### src/rtl/hilo_divider.sv
// Radix-2 restoring divider for DIV/DIVU: one quotient bit per cycle,
// result = {HI = remainder, LO = quotient}, stalls the front end while busy.
module hilo_divider #(
    parameter int WIDTH = 32
) (
    input  logic               clk,
    input  logic               rst,
    input  logic               start,
    input  logic               signed_div,
    input  logic [WIDTH-1:0]   a,
    input  logic [WIDTH-1:0]   b,
    input  logic               annul,
    output logic               stall_div,
    output logic               ready,
    output logic [2*WIDTH-1:0] result
);
    localparam int CW = $clog2(WIDTH) + 1;

    typedef enum logic [1:0] {IDLE, BUSY, DONE} state_t;

    state_t             state, state_nxt;
    logic [WIDTH-1:0]   mag_b, rem, quot;
    logic [WIDTH-1:0]   res_hi, res_lo;
    logic [CW-1:0]      cnt;
    logic               neg_q, neg_r;
    logic [2*WIDTH-1:0] result_q;
    logic [WIDTH:0]     shifted, diff;
    logic               capture, last_iter, sign_a, sign_b;

    assign capture   = (state == IDLE) && start && !annul;
    assign sign_a    = signed_div & a[WIDTH-1];
    assign sign_b    = signed_div & b[WIDTH-1];
    assign shifted   = {rem, quot[WIDTH-1]};
    assign diff      = shifted - {1'b0, mag_b};
    assign last_iter = (cnt == CW'(WIDTH - 1));
    assign res_lo    = neg_q ? -quot : quot;
    assign res_hi    = neg_r ? -rem : rem;

    // The final value is visible in the DONE cycle itself so the E stage
    // can carry it forward on the same edge; afterwards the register holds it.
    assign result    = ready ? {res_hi, res_lo} : result_q;

    always_ff @(posedge clk or negedge rst) begin
        if (!rst) state <= IDLE;
        else      state <= state_nxt;
    end

    always_comb begin
        state_nxt = state;
        stall_div = 1'b0;
        ready     = 1'b0;
        case (state)
            IDLE: if (capture) begin
                stall_div = 1'b1;
                state_nxt = (b == '0) ? DONE : BUSY;
            end
            BUSY: if (annul) begin
                state_nxt = IDLE;
            end else begin
                stall_div = 1'b1;
                if (last_iter) state_nxt = DONE;
            end
            DONE: begin
                ready     = !annul;
                state_nxt = IDLE;
            end
            default: state_nxt = IDLE;
        endcase
        if (!rst) stall_div = 1'b0;
    end

    always_ff @(posedge clk or negedge rst) begin
        if (!rst) begin
            mag_b    <= '0;
            rem      <= '0;
            quot     <= '0;
            cnt      <= '0;
            neg_q    <= 1'b0;
            neg_r    <= 1'b0;
            result_q <= '0;
        end else begin
            if (capture) begin
                cnt   <= '0;
                mag_b <= sign_b ? -b : b;
                if (b == '0) begin
                    // Divide by zero bypasses iteration and fix-up entirely.
                    rem   <= a;
                    quot  <= '1;
                    neg_q <= 1'b0;
                    neg_r <= 1'b0;
                end else begin
                    rem   <= '0;
                    quot  <= sign_a ? -a : a;
                    neg_q <= sign_a ^ sign_b;
                    neg_r <= sign_a;
                end
            end else if (state == BUSY) begin
                cnt <= cnt + 1'b1;
                if (!diff[WIDTH]) begin
                    rem  <= diff[WIDTH-1:0];
                    quot <= {quot[WIDTH-2:0], 1'b1};
                end else begin
                    rem  <= shifted[WIDTH-1:0];
                    quot <= {quot[WIDTH-2:0], 1'b0};
                end
            end
            if (ready) result_q <= {res_hi, res_lo};
        end
    end
endmodule

### config.mk
export PLATFORM = sky130hd
export DESIGN_NAME = hilo_divider
export DESIGN_NICKNAME = d
export VERILOG_FILES = /design/src/rtl/hilo_divider.sv
export SDC_FILE = /design/constraint.sdc
export NUM_CORES = 1
export LEC_CHECK = 0
export ABC_CLOCK_PERIOD_IN_PS = 4500
export CAP_MARGIN = 10
export CORE_MARGIN = 10
export CORE_UTILIZATION = 57
export DETAILED_ROUTE_END_ITERATION = 6
export PLACE_DENSITY = 0.81
export SYNTH_ARGS = -nofsm -noshare
export SYNTH_HDL_FRONTEND = slang
export SYNTH_SLANG_ARGS = --single-unit
### constraint.sdc
create_clock -name clk -period 4.5 [get_ports clk]
set_input_delay 1.35 -clock clk [delete_from_list [all_inputs] [get_ports clk]]
set_output_delay 1.35 -clock clk [all_outputs]
set_load 0.1 [all_outputs]
==> run_results.csv, run 1 <==
group,metric,value,unit
run_status,status,"complete, but fails checks",
clock_tree,htree_levels,4,
timing,worstMarginPinSlew,1.22,ns
timing,finalCriticalPeriod,4.86,ns
timing,finalHoldViolCount,0,
power_and_ir_drop,vdd_drop_max,0.301,mV
synth,synthArstFlopShare,100,%
setup_path,arrival,3.51,ns
synth,postSynthAreaPerCell,8.47,µm²
route,vias,11250,
setup_path,max_stage_delay,0.55,ns
run,cap_violations,0,
global_routing,overflow,0,
global_routing,grt_pass1_vias,10773,
setup_path,cp-start-kind,"flip-flop",
timing,finalSetupTns,-1.34,ns
setup_path,worstPathRequired,3.15,ns
route,drc,1,
synth,ys_seq_elements,170,
synth,ys_types,68,
finish,nNetsFinal,1588,
setup_path,crit_type,"reg2out",
route,ant_nets,0,
placed_design,gp_congestion,0.977,
finish,final_cells,1760,
timing,setup_ws,-0.357,ns
power_and_ir_drop,swShare,44.8,%
clock_tree,clock_latency,0.44,ns
power_and_ir_drop,p_int,4.42,mW
worst_hold_path,min_path_cells,2,
clock_tree,cts_root_buffer,"clkbuf_16",
worst_hold_path,hold_end,"mag_b[18]$_DFFE_PN0P_",
clock_tree,cts.sinks,170,
clock_tree,cts-hold-fix-buffers,0,
power_and_ir_drop,seqPwrFrac,28.4,%
setup_path,r2r-start,"quot[31]$_DFFE_PN0P_",
setup_path,crit_family,"simple AND/OR/NAND/NOR gates",
synth,synth_nets,1437,
clock_tree,path_clk_slew,0.07,ns
power_and_ir_drop,netSwitchingPower,3.58,mW
floorplanning,die_h,161,µm
timing,fmax,0.206,GHz
run_status,violations,"DRC, setup timing",
global_routing,grt_pass1_wl,56.4,mm
synth,netlist_instances,1330,
timing,relSlewSlack,18.9,%
floorplanning,ios,135,
finish,drive_gt1_share,19.1,%
synth,yosys_warnings,0,
global_routing,grt_start_max_net_pins,69,
clock_tree,cts_max_path_buffers,2,
route,finalWirelength,36.2,mm
route,post_drt_wl_per_cell,20.5,µm
global_routing,grt_usage,26.7,%
floorplanning,core_area,19500,µm²
floorplanning,fp.dieW,161,µm
setup_path,r2r_end,"rem[15]$_DFFE_PN0P_",
setup_path,end_kind,"primary output",
setup_path,cpMostUsedCell,"or3_4",
clock_tree,tritoncts,"yes",
timing,rsz0062_at_grt,"yes",
clock_tree,cts_buffers,17,
placed_design,hpwl,26.2,mm
timing,min_period_over_period,108,%
floorplanning,initial_utilization,57.9,%
worst_hold_path,hold_path.class,"reg2reg",
setup_path,rrSetupSlack,0.83,ns
setup_path,crit_path_max_fanout,2,
timing,setup_violations,8,
timing,drv_slew,0,
setup_path,crit_path_cell_trace,"or4_4 -> or3_4 -> or3_4 -> or3_4 -> or2_1 -> o21a_1 -> nor2_2 -> xnor2_2 -> o21ai_4 -> buf_12",
power_and_ir_drop,leakage,6.32,nW
finish,final_util,76.9,%
synth,syn_area,11300,µm²
finish,syn_to_final_growth,32.8,%
synth,ys_seq_area_share,37.8,%
placed_design,dp_cells,1712,
worst_hold_path,hp-start,"mag_b[18]$_DFFE_PN0P_",
route,first_pass_iters,7,
power_and_ir_drop,power.density,535,nW/µm²
placed_design,portBuffers,134,
route,routed_via_density,6.39,
floorplanning,placementRows,51,
floorplanning,dieArea,25800,µm²
synth,synth_edf_count,0,
setup_path,rr_worst_depth,14,
global_routing,antenna_found_initial,3,
route,first_iter_violations,1362,
setup_path,worst-path-buf-inv,1,
synth,synth_ff_type,"dfrtp_1",
setup_path,cp_slowest_cell,"or4_4",
power_and_ir_drop,clkPwrFrac,18.3,%
timing,fin_skew,0.00766,ns
power_and_ir_drop,combinationalPowerShare,53.3,%
[registers in the layout, summed over array words and instances (netlist names)]
signal and flops:
cnt 6, mag_b 32, neg_q 1, neg_r 1, quot 32, rem 32
result_q 64, state 2
[cell usage in the layout, fill, tap and decap left out, drive strengths merged, types with 4 or more instances in the layout]
| cell | Yosys | layout |
|---|---|---|
| nand2 | 189 | 189 |
| o21ai | 173 | 173 |
| dfrtp | 170 | 170 |
| buf | 13 | 141 |
| xor2 | 91 | 91 |
| a21oi | 84 | 84 |
| nor2 | 68 | 68 |
| clkdlybuf4s50 | 1 | 67 |
| inv | 50 | 57 |
| xnor2 | 55 | 55 |
| nor3 | 37 | 37 |
| ha | 37 | 37 |
| o31ai | 30 | 30 |
| mux2i | 26 | 26 |
| a31oi | 19 | 19 |
| clkbuf | 62 | 19 |
| a22oi | 17 | 17 |
| o41ai | 16 | 16 |
| a211oi | 15 | 15 |
| or3 | 14 | 14 |
| nor4 | 14 | 14 |
| or4 | 12 | 12 |
| nand3 | 11 | 11 |
| nor2b | 11 | 11 |
| o21a | 10 | 10 |
| a21o | 10 | 10 |
| nand4 | 10 | 10 |
| nand2b | 9 | 9 |
| a221o | 8 | 8 |
| and2 | 7 | 7 |
| a32oi | 7 | 7 |
| or2 | 7 | 7 |
| and3 | 4 | 4 |
| and4 | 4 | 4 |
[worst max path at each step]
| stage | from | to | depth (start not counted) |
|---|---|---|---|
| 2_1_floorplan | quot[22]$_DFFE_PN0P_ | result[30] | 8 |
| 3_3_place_gp | rem[0]$_DFFE_PN0P_ | result[62] | 11 |
| 3_5_place_dp | rem[0]$_DFFE_PN0P_ | result[62] | 11 |
| 4_1_cts | quot[22]$_DFFE_PN0P_ | result[31] | 10 |
| 5_1_grt | quot[22]$_DFFE_PN0P_ | result[31] | 10 |
| 6_report | quot[22]$_DFFE_PN0P_ | result[31] | 10 |
[worst register-to-register path, cell delays in order (launching register included)]
cell and delay [ns]:
dfrtp_1 0.35, inv_1 0.14, ha_1 0.26, fa_1 0.39
nand2b_1 0.20, a21oi_1 0.23, o31ai_1 0.10, buf_4 0.16
a211oi_1 0.34, nor3_2 0.15, xnor2_2 0.45, buf_12 0.27
o311ai_0 0.23, a31oi_1 0.23, a21o_1 0.11
[cell families (layout without fill, tap and decap cells)]
family          count (synthesis)  count (layout)  synth area share, %
compound gates                418             418                 22.8
xor+xnor                      146             146                 11.4
fa+ha+maj                      38              38                 4.29
buf+inv                       126             290                 4.49
flops                         170             170                 37.8
mux                            28              28                 2.51
other cells                     0               1                    0
simple gates                  404             404                 16.8
[through the flow]
stage	power (mW)	area (µm²)	setup WS (ns)	hold WS (ns)
final	8.00	15000	-0.357	0.481
after CTS	7.79	14800	-0.211	0.486
after global routing	8.48	15000	-0.376	0.508
after detailed placement	6.22	14000	-0.00768	0.470
after floorplan	5.04	11500	-0.658	0.450
after global placement	6.11	14000	0.0649	0.462
[cell type report]
type	instances	area, µm²
Antenna cell	1	2.50
Clock buffer	19	443
Clock inverter	13	131
Fill cell	1280	4500
Inverter	50	188
Multi-Input combinational cell	1034	7010
Sequential cell	170	4260
Tap cell	265	332
Timing Repair Buffer	208	2600
[Yosys cell counts (17+ instances only)]
cell type  number  area [µm²]
nand2_1       189         709
o21ai_0       171         856
dfrtp_1       170        4250
xor2_1         91         797
a21oi_1        84         420
nor2_1         67         251
clkbuf_1       62         233
xnor2_1        55         482
inv_1          50         188
ha_1           37         463
nor3_1         36         180
o31ai_1        30         225
mux2i_1        26         260
a31oi_1        19         119
a22oi_1        17         128
[power groups by stage]
stage | Combinational (mW) | Sequential (mW) | Clock [mW]
after floorplan | 2.89 | 2.15 | 0
after global placement | 3.90 | 2.20 | 0
after detailed placement | 4.00 | 2.22 | 0
after CTS | 4.10 | 2.22 | 1.46
after global routing | 4.65 | 2.30 | 1.53
final | 4.26 | 2.27 | 1.46
[what timing repair did]
action / 4_1_cts / 5_1_grt
gates resized for setup: 31 / 27
setup buffers: 8 / 7
pin swaps: 6 / 12
setup endpoints to repair: 17 / 26
[layer usage]
layer | routed length, µm | GRT usage (%)
met1 | 14600 | 34.3
met2 | 16500 | 41.7
met3 | 3290 | 5.44
met4 | 1740 | 13.8
met5 | 21 | 0
(Power assumes the default switching activity.)
==> run 2, diff against run 1 <==
--- a/config.mk
+++ b/config.mk
@@ -5,11 +5,13 @@
 export SDC_FILE = /design/constraint.sdc
 export NUM_CORES = 1
 export LEC_CHECK = 0
+export ABC_AREA = 1
 export ABC_CLOCK_PERIOD_IN_PS = 4500
 export CAP_MARGIN = 10
 export CORE_MARGIN = 10
-export CORE_UTILIZATION = 57
+export CORE_UTILIZATION = 58
 export DETAILED_ROUTE_END_ITERATION = 6
+export HOLD_SLACK_MARGIN = 0.02
 export PLACE_DENSITY = 0.81
 export SYNTH_ARGS = -nofsm -noshare
 export SYNTH_HDL_FRONTEND = slang
==> run_results.csv, run 2 <==
group,metric,value,unit
finish,layout_common_cells,"640 x nand2_1, 335 x inv_1, 213 x nor2_1, 170 x dfrtp_1, 139 x nand3_1",
timing,drv_slew,0,
timing,worstMarginPinSlew,0.997,ns
placed_design,placed_area,15800,µm²
clock_tree,clock_latency,0.44,ns
clock_tree,cts.sinks,170,
synth,ys_seq_area_share,31.7,%
synth,postSynthAreaPerCell,6.38,µm²
timing,finalCriticalPeriod,4.38,ns
synth,ys_types,57,
setup_path,arrival,3.03,ns
clock_tree,path_clk_slew,0.07,ns
floorplanning,die_h,172,µm
setup_path,r2r-start,"rem[0]$_DFFE_PN0P_",
finish,design_area,16400,µm²
power_and_ir_drop,vdd_drop_max,0.645,mV
finish,fillers,1951,
clock_tree,post_cts_buffers,0,
synth,synthMuxAreaShare,0,%
placed_design,gp_congestion,1.04,
clock_tree,cts_root_buffer,"clkbuf_16",
setup_path,crit_type,"reg2out",
floorplanning,ios,135,
synth,synth-simple-area-share,34.9,%
synth,synth_top_family_by_area,"simple AND/OR/NAND/NOR gates",
route,first_pass_iters,6,
synth,synth_xor_area_share,6.39,%
placed_design,hpwl,36.5,mm
finish,final_common_cell,"nand2_1",
synth,synth_ff_type,"dfrtp_1",
power_and_ir_drop,leakage,8.53,nW
setup_path,crit_path_cell_trace,"inv_1 -> ha_1 -> nand3_1 -> nor2_2 -> nand2_1 -> nor2_1 -> nand3_1 -> or2_2 -> o211ai_1 -> nand3_1 -> nand2_1 -> buf_12",
synth,yosysMostFrequentCell,"nand2_1",
synth,netlist_instances,2105,
route,finalWirelength,46.3,mm
setup_path,worstPathRequired,3.15,ns
clock_tree,htree_levels,4,
route,first_iter_violations,1685,
timing,relSlewSlack,33.5,%
floorplanning,core_area,22700,µm²
route,vias,14289,
synth,yosys_warnings,0,
floorplanning,dieArea,29700,µm²
clock_tree,cts-hold-fix-buffers,0,
worst_hold_path,hp-start,"cnt[2]$_DFFE_PN0P_",
setup_path,rr_worst_depth,17,
finish,syn_to_final_growth,22.0,%
clock_tree,cts_buffers,17,
finish,drive_gt1_share,8.17,%
setup_path,end_kind,"primary output",
synth,synth_edf_count,0,
synth,syn_area,13400,µm²
setup_path,cp-start-kind,"flip-flop",
setup_path,r2r_end,"rem[4]$_DFFE_PN0P_",
power_and_ir_drop,power.density,836,nW/µm²
synth,synth_fa_ha_area_share,3.59,%
synth,synthTopCellsByCount,"640 x nand2_1, 336 x inv_1, 215 x nor2_1, 170 x dfrtp_1, 140 x nand3_1",
synth,synth-compound-area-share,11.7,%
synth,ys_seq_elements,170,
timing,rsz0062_at_grt,"no",
synth,synth.top_cell.area_share,31.7,%
finish,largest_reg_flops,64,
worst_hold_path,hold_end,"cnt[2]$_DFFE_PN0P_",
setup_path,cpMostUsedCell,"nand3_1",
timing,min_period_over_period,97.3,%
synth,synth_nets,2212,
floorplanning,placementRows,55,
timing,fin_skew,0.0183,ns
finish,largest_register,"result_q",
setup_path,crit_path_max_fanout,5,
run_status,status,"completed",
global_routing,grt_usage,31.4,%
setup_path,max_stage_delay,0.40,ns
global_routing,overflow,0,
finish,final_cells,2515,
placed_design,dp_cells,2482,
setup_path,rrSetupSlack,1.37,ns
clock_tree,tritoncts,"yes",
placed_design,portBuffers,134,
clock_tree,cts_max_path_buffers,2,
floorplanning,initial_utilization,59.2,%
finish,nNetsFinal,2323,
setup_path,cp_slowest_cell,"dfrtp_1",
global_routing,antenna_found_initial,0,
global_routing,grt_start_max_net_pins,100,
synth,synthArstFlopShare,100,%
floorplanning,fp.dieW,172,µm
route,post_drt_wl_per_cell,18.4,µm
route,ant_nets,0,
route,drc,0,
synth,synth_top_area_cell,"dfrtp_1",
worst_hold_path,min_path_cells,1,
timing,setup_violations,0,
global_routing,grt_pass1_vias,13645,
timing,finalHoldViolCount,0,
synth,netlist_top_cells_area,"dfrtp_1 32%, nand2_1 18%, inv_1 9.4%, nor2_1 6.0%, xor2_1 5.7%",
global_routing,grt_pass1_wl,72.9,mm
route,routed_via_density,5.68,
timing,fmax,0.228,GHz
run,cap_violations,0,
worst_hold_path,hold_path.class,"reg2reg",
[run 2: final cells by class]
cell class | count | area (µm²) | share of cell area, %
Clock inverter | 13 | 178 | 1.08
Timing Repair Buffer | 159 | 2240 | 13.7
Clock buffer | 19 | 453 | 2.76
Sequential cell | 170 | 4250 | 25.9
Multi-Input combinational cell | 1530 | 7640 | 46.6
Inverter | 338 | 1270 | 7.74
Tap cell | 285 | 357 | 2.18
Antenna cell | 1 | 2.50 | 0.0153
[run 2: critical path, delay by kind of cell (launching register included)]
| family | cells | cell delay [ns] |
|---|---|---|
| simple gates | 8 | 1.40 |
| compound gates | 1 | 0.19 |
| buf+inv | 2 | 0.38 |
| flops | 1 | 0.40 |
| fa+ha+maj | 1 | 0.21 |
[run 2: per-stage QoR]
stage | hold WS [ns] | worst slack [ns] | power (mW) | setup TNS, ns | util, %
6_report | 0.452 | 0.120 | 13.7 | 0 | 72.2
5_1_grt | 0.499 | 0.0110 | 14.6 | 0 | 72.2
4_1_cts | 0.453 | 0.114 | 13.6 | 0 | 72.2
3_5_place_dp | 0.443 | 0.125 | 11.9 | 0 | 69.4
3_3_place_gp | 0.436 | 0.206 | 11.8 | 0 | 69.4
2_1_floorplan | 0.423 | -0.221 | 8.90 | -9.65 | -
[run 2: how the worst max path moves through the flow]
stage | startpoint | end | slack, ns
floorplan | annul | result[53] | -0.22
global placement | annul | result[37] | 0.21
detailed placement | annul | result[38] | 0.13
finish | rem[1]$_DFFE_PN0P_ | result[60] | 0.12
global route | rem[1]$_DFFE_PN0P_ | result[60] | 0.01
CTS | rem[1]$_DFFE_PN0P_ | result[58] | 0.11
[run 2: power breakdown]
part | leakage (nW) | switching, mW | total [mW] | internal (mW)
clock network | 0.314 | 0.708 | 1.63 | 0.923
logic | 6.16 | 6.27 | 9.23 | 2.97
registers | 2.06 | 0.672 | 2.84 | 2.17
total | 8.53 | 7.64 | 13.7 | 6.06
[run 2: cells by family after synthesis]
logic type / Yosys count
xor+xnor: 98
flops: 170
buf+inv: 405
fa+ha+maj: 38
compound gates: 282
simple gates: 1112
[run 2: metal layers]
layer / vias up / share of wire (%) / GRT usage [%]
li1: 6834 / - / -
met1: 6584 / 42 / 42.5
met2: 750 / 45 / 49.4
met3: 121 / 9.2 / 4.56
met4: 0 / 4.1 / 12.6
met5: - / 0 / 0
[run 2: repair_timing]
item,in CTS,in global routing
endpoints found under the setup margin,0,4
endpoints found under the hold margin,0,0
gates resized for setup,0,4
